===== config.mk =====
export PLATFORM = sky130hd
export DESIGN_NAME = fetch_queue
export DESIGN_NICKNAME = d
export VERILOG_FILES = /design/src/rtl/fetch_pkg.sv /design/src/rtl/fetch_fifo.sv /design/src/rtl/fetch_queue.sv
export SDC_FILE = /design/constraint.sdc
export NUM_CORES = 1
export LEC_CHECK = 0
export CAP_MARGIN = 5
export CORE_MARGIN = 1
export CORE_UTILIZATION = 31
export CTS_CLUSTER_DIAMETER = 200
export CTS_CLUSTER_SIZE = 8
export DETAILED_ROUTE_END_ITERATION = 10
export GPL_ROUTABILITY_DRIVEN = 0
export SETUP_SLACK_MARGIN = 0.15
export SYNTH_ARGS = -nofsm -noshare
export SYNTH_HDL_FRONTEND = slang
export SYNTH_SLANG_ARGS = --single-unit

===== constraint.sdc =====
create_clock -name clk -period 3.5 [get_ports clk]
set_clock_uncertainty 0.2 [all_clocks]
set_input_delay 0.7 -clock clk [delete_from_list [all_inputs] [get_ports clk]]
set_output_delay 0.7 -clock clk [all_outputs]
set_load 0.01 [all_outputs]

===== src/rtl/fetch_pkg.sv =====
// Shared types for the instruction fetch queue: FSM states, queue entry layout,
// the default reset PC and a word-alignment helper.
package fetch_pkg;

  typedef enum logic {
    RUN   = 1'b0,
    DRAIN = 1'b1
  } fetch_state_t;

  localparam logic [31:0] RESET_PC_DEFAULT = 32'h0000_0000;

  typedef struct packed {
    logic [31:0] inst;
    logic [31:0] pc;
  } fetch_entry_t;

  function automatic logic [31:0] align_pc(input logic [31:0] a);
    return {a[31:2], 2'b00};
  endfunction

endpackage


===== src/rtl/fetch_fifo.sv =====
// Circular buffer of fetched {inst, pc} entries with push, pop and flush.
// Pointers carry one extra wrap bit so full/empty come from an MSB compare.
module fetch_fifo
  import fetch_pkg::*;
#(
  parameter int DEPTH = 4
) (
  input  logic                       clk,
  input  logic                       rst,
  input  logic                       i_push,
  input  logic                       i_pop,
  input  logic                       i_flush,
  input  fetch_entry_t               i_din,
  output fetch_entry_t               o_dout,
  output logic [$clog2(DEPTH):0]     o_count,
  output logic                       o_empty,
  output logic                       o_full
);

  localparam int AW = $clog2(DEPTH);

  logic [AW:0]  r_wr;
  logic [AW:0]  r_rd;
  fetch_entry_t r_mem [DEPTH];

  always_ff @(posedge clk or negedge rst) begin
    if (!rst) begin
      r_wr <= '0;
      r_rd <= '0;
      for (int i = 0; i < DEPTH; i++) r_mem[i] <= '0;
    end else if (i_flush) begin
      r_wr <= '0;
      r_rd <= '0;
    end else begin
      if (i_push) begin
        r_mem[r_wr[AW-1:0]] <= i_din;
        r_wr                <= r_wr + 1'b1;
      end
      if (i_pop) r_rd <= r_rd + 1'b1;
    end
  end

  assign o_dout  = r_mem[r_rd[AW-1:0]];
  assign o_count = r_wr - r_rd;
  assign o_empty = (r_wr == r_rd);
  assign o_full  = (r_wr[AW] != r_rd[AW]) && (r_wr[AW-1:0] == r_rd[AW-1:0]);

endmodule


===== src/rtl/fetch_queue.sv =====
// Instruction fetch queue: owns the fetch PC, keeps one imem request in flight,
// buffers returned words and handles redirects. FETCHQ_BYPASS_EN adds an ack->inst bypass.
module fetch_queue
  import fetch_pkg::*;
#(
  parameter int          DEPTH    = 4,
  parameter logic [31:0] RESET_PC = RESET_PC_DEFAULT
) (
  input  logic                         clk,
  input  logic                         rst,
  output logic                         imem_req,
  output logic [31:0]                  imem_addr,
  input  logic                         imem_ack,
  input  logic [31:0]                  imem_rdata,
  input  logic                         redirect,
  input  logic [31:0]                  redirect_pc,
  output logic                         inst_valid,
  output logic [31:0]                  inst,
  output logic [31:0]                  inst_pc,
  input  logic                         inst_ready,
  output logic [$clog2(DEPTH+1)-1:0]   count,
  output fetch_state_t                 dbg_state
);

  localparam int                CW      = $clog2(DEPTH + 1);
  localparam logic [CW-1:0]     DEPTH_C = CW'(DEPTH);

  fetch_state_t  r_state, w_state_nxt;
  logic          r_req;
  logic [31:0]   r_addr;
  logic [31:0]   r_target;

  logic          w_ack, w_run, w_bypass, w_push, w_pop;
  logic          w_empty, w_full;
  logic [31:0]   w_rpc;
  logic [CW-1:0] w_count, w_count_post;
  fetch_entry_t  w_head;

  // Handshakes: imem transfer when imem_req & imem_ack; core pop when inst_valid & inst_ready.
  assign w_ack        = r_req & imem_ack;
  assign w_rpc        = align_pc(redirect_pc);
  assign w_count_post = w_count + CW'(w_push) - CW'(w_pop);

  always_ff @(posedge clk or negedge rst) begin
    if (!rst) r_state <= RUN;
    else      r_state <= w_state_nxt;
  end

  always_comb begin
    w_state_nxt = r_state;
    case (r_state)
      RUN:     if (redirect && r_req && !imem_ack) w_state_nxt = DRAIN;
      DRAIN:   if (w_ack) w_state_nxt = RUN;
      default: w_state_nxt = RUN;
    endcase
  end

  always_comb begin
    w_run = (r_state == RUN);
`ifdef FETCHQ_BYPASS_EN
    w_bypass = w_run & w_empty & ~redirect & w_ack;
`else
    w_bypass = 1'b0;
`endif
    w_pop      = w_run & ~redirect & ~w_empty & inst_ready;
    w_push     = w_run & ~redirect & w_ack & ~(w_bypass & inst_ready);
    inst_valid = w_run & (~w_empty | w_bypass);
    inst       = w_bypass ? imem_rdata : w_head.inst;
    inst_pc    = w_bypass ? r_addr     : w_head.pc;
  end

  // A request is only launched with a free slot, so its ack can always be stored.
  always_ff @(posedge clk or negedge rst) begin
    if (!rst) begin
      r_req    <= 1'b0;
      r_addr   <= RESET_PC;
      r_target <= RESET_PC;
    end else if (r_state == RUN) begin
      if (redirect) begin
        r_target <= w_rpc;
        if (!r_req || imem_ack) begin
          r_req  <= 1'b1;
          r_addr <= w_rpc;
        end
      end else if (w_ack) begin
        r_addr <= r_addr + 32'd4;
        r_req  <= (w_count_post < DEPTH_C);
      end else if (!r_req) begin
        r_req <= ~w_full;
      end
    end else begin
      if (redirect) r_target <= w_rpc;
      if (w_ack) begin
        r_req  <= 1'b1;
        r_addr <= redirect ? w_rpc : r_target;
      end
    end
  end

  fetch_fifo #(.DEPTH(DEPTH)) u_fifo (
    .clk     (clk),
    .rst     (rst),
    .i_push  (w_push),
    .i_pop   (w_pop),
    .i_flush (redirect),
    .i_din   ('{inst: imem_rdata, pc: r_addr}),
    .o_dout  (w_head),
    .o_count (w_count),
    .o_empty (w_empty),
    .o_full  (w_full)
  );

  assign imem_req  = r_req;
  assign imem_addr = r_addr;
  assign count     = w_count;
  assign dbg_state = r_state;

endmodule


==> run metrics <==
Worst setup SP type flop; routed wl met2 17,600 µm; chip height 223 µm; CP max FO 18; outcome finished, final reports clean; clock tree sinks 328; Worst-Skew Late Latency 0.56 ns; Leakage 8.43 nW; io pins 171; global route overflow 0; hold path startpoint u_fifo.r_mem[89]; vias in the first global route 9,901; maximum VDD drop 0.429 mV; Seq/Total Area, Yosys 54.2%; Mapped Avg Cell Area 14.6 µm²; crit path kind flop to output port; Max-slew headroom 49.2%; CP top delay family buffers and inverters; Ys Warns 0; clk buf depth 3; minimum clock period 3.31 ns; Mapped Cells 1,038; area delta synth->final 25.1%; Reg clk slew, reported paths 0.05 ns; CTS tree done; Non-Filler Instances 1,833; Req. time, crit path 2.60 ns; Post-synth EDFFs 0; Initial Util 31.6%; R2R depth 9; Max-Cap Viols 0; Slew Viols, Final 0; crit-path max cell delay 0.55 ns; final hold vios 0; Via density 5.09; ys async rst share 100%; Hold EP u_fifo.r_mem[89]; Buf+Inv Stages, Crit Path 2; Worst-Margin Slew 0.762 ns; die area 0.0498 mm²; pwr/cell area 810 mW/mm²; final worst path period share 94.7%; antenna-violating nets left 0; R2R Path Start u_fifo.r_rd[0]; RSZ-0062 raised after global routing yes; class of the worst hold path flop to flop; cell breakdown of the critical path buf_16 > mux4_2 > clkdlybuf4s50_1; Setup TNS Final 0 ns; Post-DP HPWL 23,800 µm; antenna violations before repair 3; Rows 80; detailed-route DRC error count 0; fraction of layout instances using a drive strength above 1 34.9%; Worst Hold Depth 2; met3 wire length 3110 µm; most common cell after layout, fill and taps aside dfrtp_1; router iterations before antenna repair 5; Ant. Diodes 0; Die Width 223 µm; WL per Instance 20.9 µm; root buffer cell clkbuf_16; Peak Freq 0.302 GHz; Max stage delay cell, worst path mux4_2; first-pass GRT wire length 60,400 µm; Final nets 1,296; count of cell types in the netlist 52; final WL 38,400 µm; Primary FF master, synth dfrtp_1; Synth Cell Area 0.0152 mm²; commonest cells after routing, fill and taps aside dfrtp_1, mux2_2, clkdlybuf4s50_1, mux4_2, mux2_4; DP Cell Count 1,770; CTS Buf Count 46; final setup fails 0; Crit path arrival time 2.41 ns; Fill cells 4,468; R2R Setup Slk 0.74 ns; Critical R2R Capture imem_req; M1 wire length 17,000 µm; endpoint class of the critical path output port; H-tree depth 2; PortBufs 168; total nets after synthesis 1,118; largest net degree at the start of global routing 73; Top Metal Used met5; total number of vias 9,332; #FFs+latches synth 328; Placeable Area 0.0479 mm²; number of DRC markers in iteration 0 508; GRT Total Usage 15.8%
## layer usage
metal / global-route usage [%] / up-vias
li1: - / 4166
met1: 20.9 / 4879
met2: 24.0 / 233
met3: 6.30 / 48
met4: 3.87 / 6
met5: 0 / -
## layout make-up
type	count	area, µm²	share of cell area [%]
inverters	12	45.0	0.237
flip-flops and latches	328	8220	43.3
multi-input cells	619	6480	34.1
clock buffers	50	1230	6.48
repair buffers	209	2230	11.8
well taps	615	769	4.06
## timing repair
item | in CTS | in global routing
endpoints found under the setup margin | 53 | 66
resized for setup | 5 | 12
setup buffers | 1 | 9
gates cloned | 0 | 2
endpoints found under the hold margin | 39 | 0
hold buffers | 1 | 0
## state kept, by name (all words and copies together) (netlist names)
| register | flops |
|---|---|
| imem_addr | 32 |
| dbg_state | 1 |
| u_fifo.r_wr | 3 |
| r_target | 32 |
| imem_req | 1 |
| u_fifo.r_mem | 256 |
| u_fifo.r_rd | 3 |
## tightest hold or removal path: cells and delay by family, from the launching register on
| kind | cells | cell delay, ns |
|---|---|---|
| and+or+nand+nor | 1 | 0.05 |
| DFF | 1 | 0.33 |
| AOI/OAI and AO/OA | 1 | 0.06 |
## cell usage after synthesis (4+ instances only)
library cell,count,share of area [%]
buf_1,4,0.099
o22ai_1,6,0.25
clkbuf_1,24,0.59
and3_1,8,0.33
o31ai_1,5,0.25
mux2_1,20,1.5
o22a_1,6,0.35
ha_1,10,0.83
a31oi_1,10,0.41
nor2b_1,4,0.17
a311oi_1,6,0.35
mux2_4,54,5.3
dfrtp_1,328,54
nor2_1,34,0.84
a21o_1,4,0.20
and4_1,7,0.40
xnor2_1,4,0.23
nor3_1,8,0.26
buf_2,35,1.2
nand2_1,40,0.99
nand4_1,9,0.37
nand3_1,13,0.43
inv_1,12,0.30
mux2_2,200,15
o21a_1,5,0.25
o21ai_0,31,1.0
mux4_2,64,9.5
buf_6,14,1.0
a21oi_1,33,1.1
## how the worst max path moves through the flow
stage,from,to,slack (ns),cells past startpoint
after floorplan,u_fifo.r_rd[1],imem_req,0.41,12
after detailed placement,imem_ack,u_fifo.r_mem[3],0.48,7
after global routing,u_fifo.r_rd[0],inst_pc[5],0.08,3
after CTS,u_fifo.r_rd[0],inst_pc[6],0.08,3
final,u_fifo.r_rd[0],inst_pc[6],0.19,3
after global placement,redirect,imem_req,0.46,10
## power breakdown
part / internal [mW] / leakage (nW) / switching (mW)
Combinational: 3.20 / 3.70 / 2.06
Sequential: 5.13 / 4.12 / 0.995
Clock: 2.43 / 0.605 / 1.57
## metrics by stage
| stage | instance area [µm²] | hold WS (ns) | total power [mW] | worst slack, ns | utilization, % |
|---|---|---|---|---|---|
| floorplan | 15200 | 0.204 | 9.06 | 0.407 | - |
| global placement | 17600 | 0.258 | 11.3 | 0.460 | 36.6 |
| detailed placement | 17600 | 0.270 | 11.4 | 0.481 | 36.6 |
| CTS | 18800 | 0.281 | 15.6 | 0.0829 | 39.3 |
| global route | 19000 | 0.302 | 16.3 | 0.0809 | 39.6 |
| finish | 19000 | 0.276 | 15.4 | 0.186 | 39.6 |
## kinds of logic after synthesis
group	share of synthesized area (%)
AO/OA/AOI/OAI	4.90
XOR/XNOR	0.289
adder cells (fa/ha/maj)	0.958
buffers and inverters	3.29
flip-flops	54.2
multiplexers	31.3
AND/OR/NAND/NOR	5.09
(Power assumes the default switching activity.)
